--- src/rtl/mod_updown_counter.sv ---
`default_nettype none
// +----------------------------------------------------------------------------+
// | mod_updown_counter: modulo-N up/down counter with enable, prescaler,       |
// | synchronous clear, clamped parallel load and wrap-or-saturate mode.        |
// | Rev 1.0                                                                    |
// +----------------------------------------------------------------------------+
module mod_updown_counter #(
  parameter int BITS     = 4,
  parameter int MOD      = 16,
  parameter int SATURATE = 0,
  parameter int PRESCALE = 1
) (
  input  logic            clk,
  input  logic            reset,
  input  logic            en,
  input  logic            up_dn,
  input  logic            clr,
  input  logic            load,
  input  logic [BITS-1:0] load_val,
  output logic [BITS-1:0] Q,
  output logic            tc,
  output logic            wrap,
  output logic            sat
);

  localparam int              c_ps_w    = (PRESCALE > 1) ? $clog2(PRESCALE) : 1;
  localparam logic [BITS-1:0] c_max     = BITS'(MOD - 1);
  localparam logic [BITS:0]   c_mod     = (BITS + 1)'(MOD);
  localparam logic [c_ps_w-1:0] c_ps_last = c_ps_w'(PRESCALE - 1);

  if (MOD < 2 || longint'(MOD) > (longint'(1) << BITS) || PRESCALE < 1) begin : g_param_check
    $error("mod_updown_counter: illegal MOD/PRESCALE for the chosen BITS");
  end

  logic [BITS-1:0]   q_q, q_d;
  logic [c_ps_w-1:0] ps_q, ps_d;
  logic              wrap_q, wrap_d;
  logic              sat_q, sat_d;
  logic              step;
  logic [BITS-1:0]   load_clamped;

  // Compare one bit wider so MOD == 2**BITS never truncates.
  assign load_clamped = ({1'b0, load_val} >= c_mod) ? c_max : load_val;

  always_comb begin
    q_d    = q_q;
    ps_d   = ps_q;
    wrap_d = 1'b0;
    sat_d  = sat_q;
    step   = 1'b0;
    if (clr) begin
      q_d   = '0;
      ps_d  = '0;
      sat_d = 1'b0;
    end else if (load) begin
      q_d   = load_clamped;
      ps_d  = '0;
      sat_d = 1'b0;
    end else if (en) begin
      step = (ps_q == c_ps_last);
      ps_d = step ? '0 : ps_q + 1'b1;
      if (step) begin
        if (up_dn) begin
          if (q_q != c_max) begin
            q_d   = q_q + 1'b1;
            sat_d = 1'b0;
          end else if (SATURATE != 0) begin
            sat_d = 1'b1;
          end else begin
            q_d    = '0;
            wrap_d = 1'b1;
          end
        end else begin
          if (q_q != '0) begin
            q_d   = q_q - 1'b1;
            sat_d = 1'b0;
          end else if (SATURATE != 0) begin
            sat_d = 1'b1;
          end else begin
            q_d    = c_max;
            wrap_d = 1'b1;
          end
        end
      end
    end
  end

  always_ff @(posedge clk) begin
    if (reset) begin
      q_q    <= '0;
      ps_q   <= '0;
      wrap_q <= 1'b0;
      sat_q  <= 1'b0;
    end else begin
      q_q    <= q_d;
      ps_q   <= ps_d;
      wrap_q <= wrap_d;
      sat_q  <= sat_d;
    end
  end

  assign Q    = q_q;
  assign wrap = wrap_q;
  assign sat  = sat_q;
  assign tc   = up_dn ? (q_q == c_max) : (q_q == '0);

endmodule
`default_nettype wire

--- config.mk ---
export PLATFORM = sky130hd
export DESIGN_NAME = mod_updown_counter
export DESIGN_NICKNAME = d
export VERILOG_FILES = /design/src/rtl/mod_updown_counter.sv
export SDC_FILE = /design/constraint.sdc
export NUM_CORES = 1
export LEC_CHECK = 0
export ABC_AREA = 1
export BUFFER_PORTS_ARGS = -buffer_cell sky130_fd_sc_hd__buf_2
export CORE_AREA = 2 2 39 41
export DETAILED_ROUTE_END_ITERATION = 12
export DIE_AREA = 0 0 41 43
export GPL_TIMING_DRIVEN = 0
export PLACE_DENSITY = 0.54
export SLEW_MARGIN = 0
export SYNTH_ARGS = -nofsm -noshare
export SYNTH_HDL_FRONTEND = slang
export SYNTH_SLANG_ARGS = --single-unit
--- constraint.sdc ---
create_clock -name clk -period 2 [get_ports clk]
set_clock_uncertainty 0.05 [all_clocks]
set_input_delay 0.1 -clock clk [delete_from_list [all_inputs] [get_ports clk]]
set_output_delay 0.1 -clock clk [all_outputs]
set_load 0.03 [all_outputs]
Word level (Yosys, flattened, before mapping)
Index checks and enable logic that the tools add are counted.

word-level totals
  flip-flop bits (word level) = 7
  bits of input ports = 10
  output and inout port bits = 7
  word-level logic and storage cells = 36

cells by class
  add/sub/neg operators = 3
  eq/ne operators = 4
  muxes and demuxes = 14
  bitwise gates (word level) = 2
  reduce and logical (&&, ||, !) cells = 9

operator list
  cell                                              number
  two-way mux 4 bit                                 6
  two-way mux 1 bit                                 8
  OR reduction 5 bit                                1
  adder 4 x 1 -> 4 bit, second input constant       1
  equality test 4 bit, second input constant        1
  logical NOT 4 bit                                 1
  != test 4 bit, second input constant              1
  AND reduction 4 bit                               1
  nonzero test 2 bit                                2
  nonzero test 4 bit                                1
  subtractor 4 x 1 -> 4 bit, second input constant  1
  OR reduction 3 bit                                1
  != test 2 x 1 -> 1 bit, second input constant     1
  != test 2 bit, second input constant              1
  NOT 1 bit                                         2
  AND reduction 2 bit                               1
  OR reduction 2 bit                                1
  adder 1 bit, second input constant                1

Depth between registers and ports, before layout
  word-level depth = 6
  mapped depth = 8
  gate-level depth less buffers = 8

Worst setup path before layout
Ideal clock, no wire load.

  path type = reg2reg
  start = register q_q[0] (netlist: Q[0])
  end = register wrap_q (netlist: wrap)
  data arrival time = 1.448 ns
  required time = 1.838 ns
  path slack = 0.389 ns
  stages on the path, launching flop included = 8
  path buffers = 0
  cell sequence = dfxtp_1 > inv_1 > ha_1 > nand2_1 > nor2_1 > or2_4 > nand2_2 > nor2_2

on the way
  cells in the longest elaborated chain, start to end = 3
  elaborated cells between the ends (all ways) = 5
  classes of those cells = eq/ne: 1; mux: 3; reduce/logical: 1

RTL lines
  what                                                 RTL line  text
  start: declaration                                   35        logic [BITS-1:0] q_q, q_d;
  start signal: assignment                             95        q_q <= q_d;
  != test 4 bit or nonzero test 4 bit (tied branches)  64, 74
  two-way mux 1 bit, on equally long branches          64, 74
  two-way mux 1 bit *                                  63        if (up_dn) begin
  end signal: assignment                               97        wrap_q <= wrap_d;
  end: declaration                                     37        logic wrap_q, wrap_d;

Every way passes the cells marked *; elsewhere a longest branch is shown, timed or not.
A chain may end at the register's enable or synchronous reset.

Worst setup path in the final report
  start = register q_q[0] (netlist: Q[0])
  end = output port tc

on the way
  cells in the longest elaborated chain, start to end = 2
  elaborated cells between the ends (all ways) = 3
  classes of those cells = eq/ne: 1; mux: 1; reduce/logical: 1

RTL lines
  what                                                      RTL line  text
  equality test 4 bit or logical NOT 4 bit (tied branches)  105       assign tc = up_dn ? (q_q == c_max) : (q_q == '0);
  two-way mux 1 bit *                                       105
  end: declaration                                          21        output logic tc,

Marks and branches as above.

==> flow_summary.ini <==
[global_routing]
grt_pass1_vias = 395
antenna_found_initial = 0
grt_pass1_wl_um = 1500
grt_max_degree = 9
grt_use_total_pct = 12.8
globalRoute.totalOverflow = 0

[power_and_ir_drop]
swShare_pct = 31.1
pwr-share-comb_pct = 25.1
p_seq_share_pct = 36.6
finalPower_uw = 305
p_leak_nw = 0.274
ir_drop_uv = 302
p_int_uw = 210
power_switching_uw = 94.7
power.share.clock_pct = 38.3
p_per_area_nw_per_um2 = 594

[setup_path]
worstSetupPathType = reg2out
worstReg2RegStart = Q[0]$_SDFFE_PP0P_
crit_path_end_kind = output pin
path_max_fanout = 6
r2r_slack_ns = 0.54
cp.required_ns = 1.85
worstReg2RegEnd = wrap$_SDFF_PP0_
cp.arrival_ns = 1.64
reg2reg_depth = 7
critPathLaunchType = register

[cells_and_area]
layout_common_cells = 20 x nand2_1, 15 x buf_2, 7 x inv_1, 6 x nor2_1
antenna_cells = 0
layout.cells.most_common = nand2_1
seq_area_um2 = 100
final.fill_count = 155
nets = 96
drive_above_1_share_pct = 31.3
area_delta_synth_final_pct = 31.0
multi_input_area_um2 = 250

[cts]
cts_hold_buf = 0
clk_path_buf_depth = 2
clk_latency_ns = 0.24
root_buffer = clkbuf_4
cts-resized-gates = 0
numCtsBuffers = 3
post_cts_buffers = 0
htreeDepth = 1
clk_pin_slew_ns = 0.04
clkSinkCount = 5
cts_tree = built

[synth]
syn-cell-area_um2 = 392
ys_top_cells_by_area = dfxtp_1 26%, nand2_1 19%, inv_1 6.7%
synth_top_area_share_pct = 25.6
yosys_warnings = 0
avgSynthCellArea_um2 = 6.12
syn_inst = 64
yosysUniqueCellTypes = 19
yosysTopAreaCell = dfxtp_1
syn_nets = 76
seq_area_frac_synth_pct = 25.6
synth_seq_cells = 5

[sta]
finalCritPeriodShare_pct = 89.4
finalCriticalPeriod_ns = 1.79
slew_violations = 0
fmax_mhz = 560
setup_tns_ns = 0
setup-violations-final = 0
finalHoldViolCount = 0
rsz0062_at_grt = false

[detailed_routing]
wl_per_cell_um = 9.26
drt_iter0_markers = 7
drt_pre_antenna_iters = 4
via_count = 450
ant_nets = 0
routed_wl_um = 917
via_per_inst = 4.55
drcViolationCount = 0

[flow_run]
maxCapViolations = 0

[placed_design]
port_buffers = 15
globalplace.congestion = 0.777
dp_hpwl_um = 739

[floorplanning]
dieArea_um2 = 1760
num_rows = 14
die_y_um = 43
io_pins = 17
dieWidth_um = 41
start_util_pct = 28.3
core_area_um2 = 1380

[min_path]
hold_depth = 4
hold_end = wrap$_SDFF_PP0_
min_path_type = in2reg
hold_start = reset

[run_status]
outcome = completed
==> power by group through the flow <==
stage               clock, mW  sequential (mW)  combinational (mW)
finish                  0.117            0.111              0.0765
detailed placement          0            0.113              0.0772
global route            0.132            0.112              0.0862
CTS                     0.123            0.112              0.0775
global placement            0            0.113              0.0770
floorplan                   0            0.119              0.0464
==> how the worst max path moves through the flow <==
stage / start / to / slack, ns / cells past startpoint
after floorplan: Q[0]$_SDFFE_PP0P_ / wrap$_SDFF_PP0_ / 0.39 / 7
after global placement: Q[0]$_SDFFE_PP0P_ / tc / 0.48 / 6
after detailed placement: Q[0]$_SDFFE_PP0P_ / tc / 0.48 / 6
after CTS: Q[0]$_SDFFE_PP0P_ / tc / 0.21 / 6
after global routing: Q[0]$_SDFFE_PP0P_ / tc / 0.13 / 6
final: Q[0]$_SDFFE_PP0P_ / tc / 0.21 / 6
==> flip-flops by register name, summed over array words and instances, names as in the netlist <==
signal / count
Q: 4
wrap: 1
==> worst max-delay path, cell delays in order, from the launching register on <==
cell and delay (ns):
dfxtp_1 0.43, inv_1 0.13, ha_1 0.23, nand2_1 0.11
nor2_1 0.07, or2_4 0.25, buf_2 0.18
==> logic make-up (layout without fill, tap and decap cells) <==
group,Yosys count,in the layout,synth area share (%)
and+or+nand+nor,37,37,41.5
buffers and inverters,10,29,10.5
AOI/OAI and AO/OA,8,8,12.8
DFF,5,5,25.6
adders and majority gates,2,2,6.39
other,1,1,0.958
xor gates and xnor gates,1,1,2.24
==> per-stage QoR <==
| stage | hold WS, ns | area (um2) | util, % | worst slack, ns | cells |
|---|---|---|---|---|---|
| after floorplan | 0.207 | 392 | - | 0.389 | 64 |
| after global placement | 0.320 | 487 | 35.2 | 0.482 | 95 |
| after detailed placement | 0.322 | 487 | 35.2 | 0.479 | 95 |
| after CTS | 0.0622 | 513 | 37.1 | 0.211 | 99 |
| after global routing | 0.0615 | 513 | 37.1 | 0.126 | 99 |
| final | 0.0691 | 513 | 37.1 | 0.213 | 99 |
==> area by class of cell <==
| type | count | share of cell area, % |
|---|---|---|
| buffer | 1 | 1.46 |
| multi-input combinational | 49 | 48.8 |
| inverter | 9 | 6.59 |
| clock buffer | 4 | 5.12 |
| tap | 16 | 3.90 |
| sequential | 5 | 19.5 |
| timing repair buffer | 15 | 14.6 |
==> Yosys cell counts (all sizes together) <==
master and instances:
nand2 21, inv 9, nor2 9, dfxtp 5, nand3 5, a21oi 3, a22oi 2, ha 2
a22o 1, a31oi 1, buf 1, conb 1, nand4 1, o21ai 1, or2 1, xnor2 1
==> layer usage <==
layer	global-route usage, %	share of wire [%]	wire length [um]
met5	0	0	0
met2	20.0	54	497
met1	13.7	40	368
met4	4.00	0	0
met3	7.85	5.6	51
Note: power is estimated with default switching activity, not from simulation.
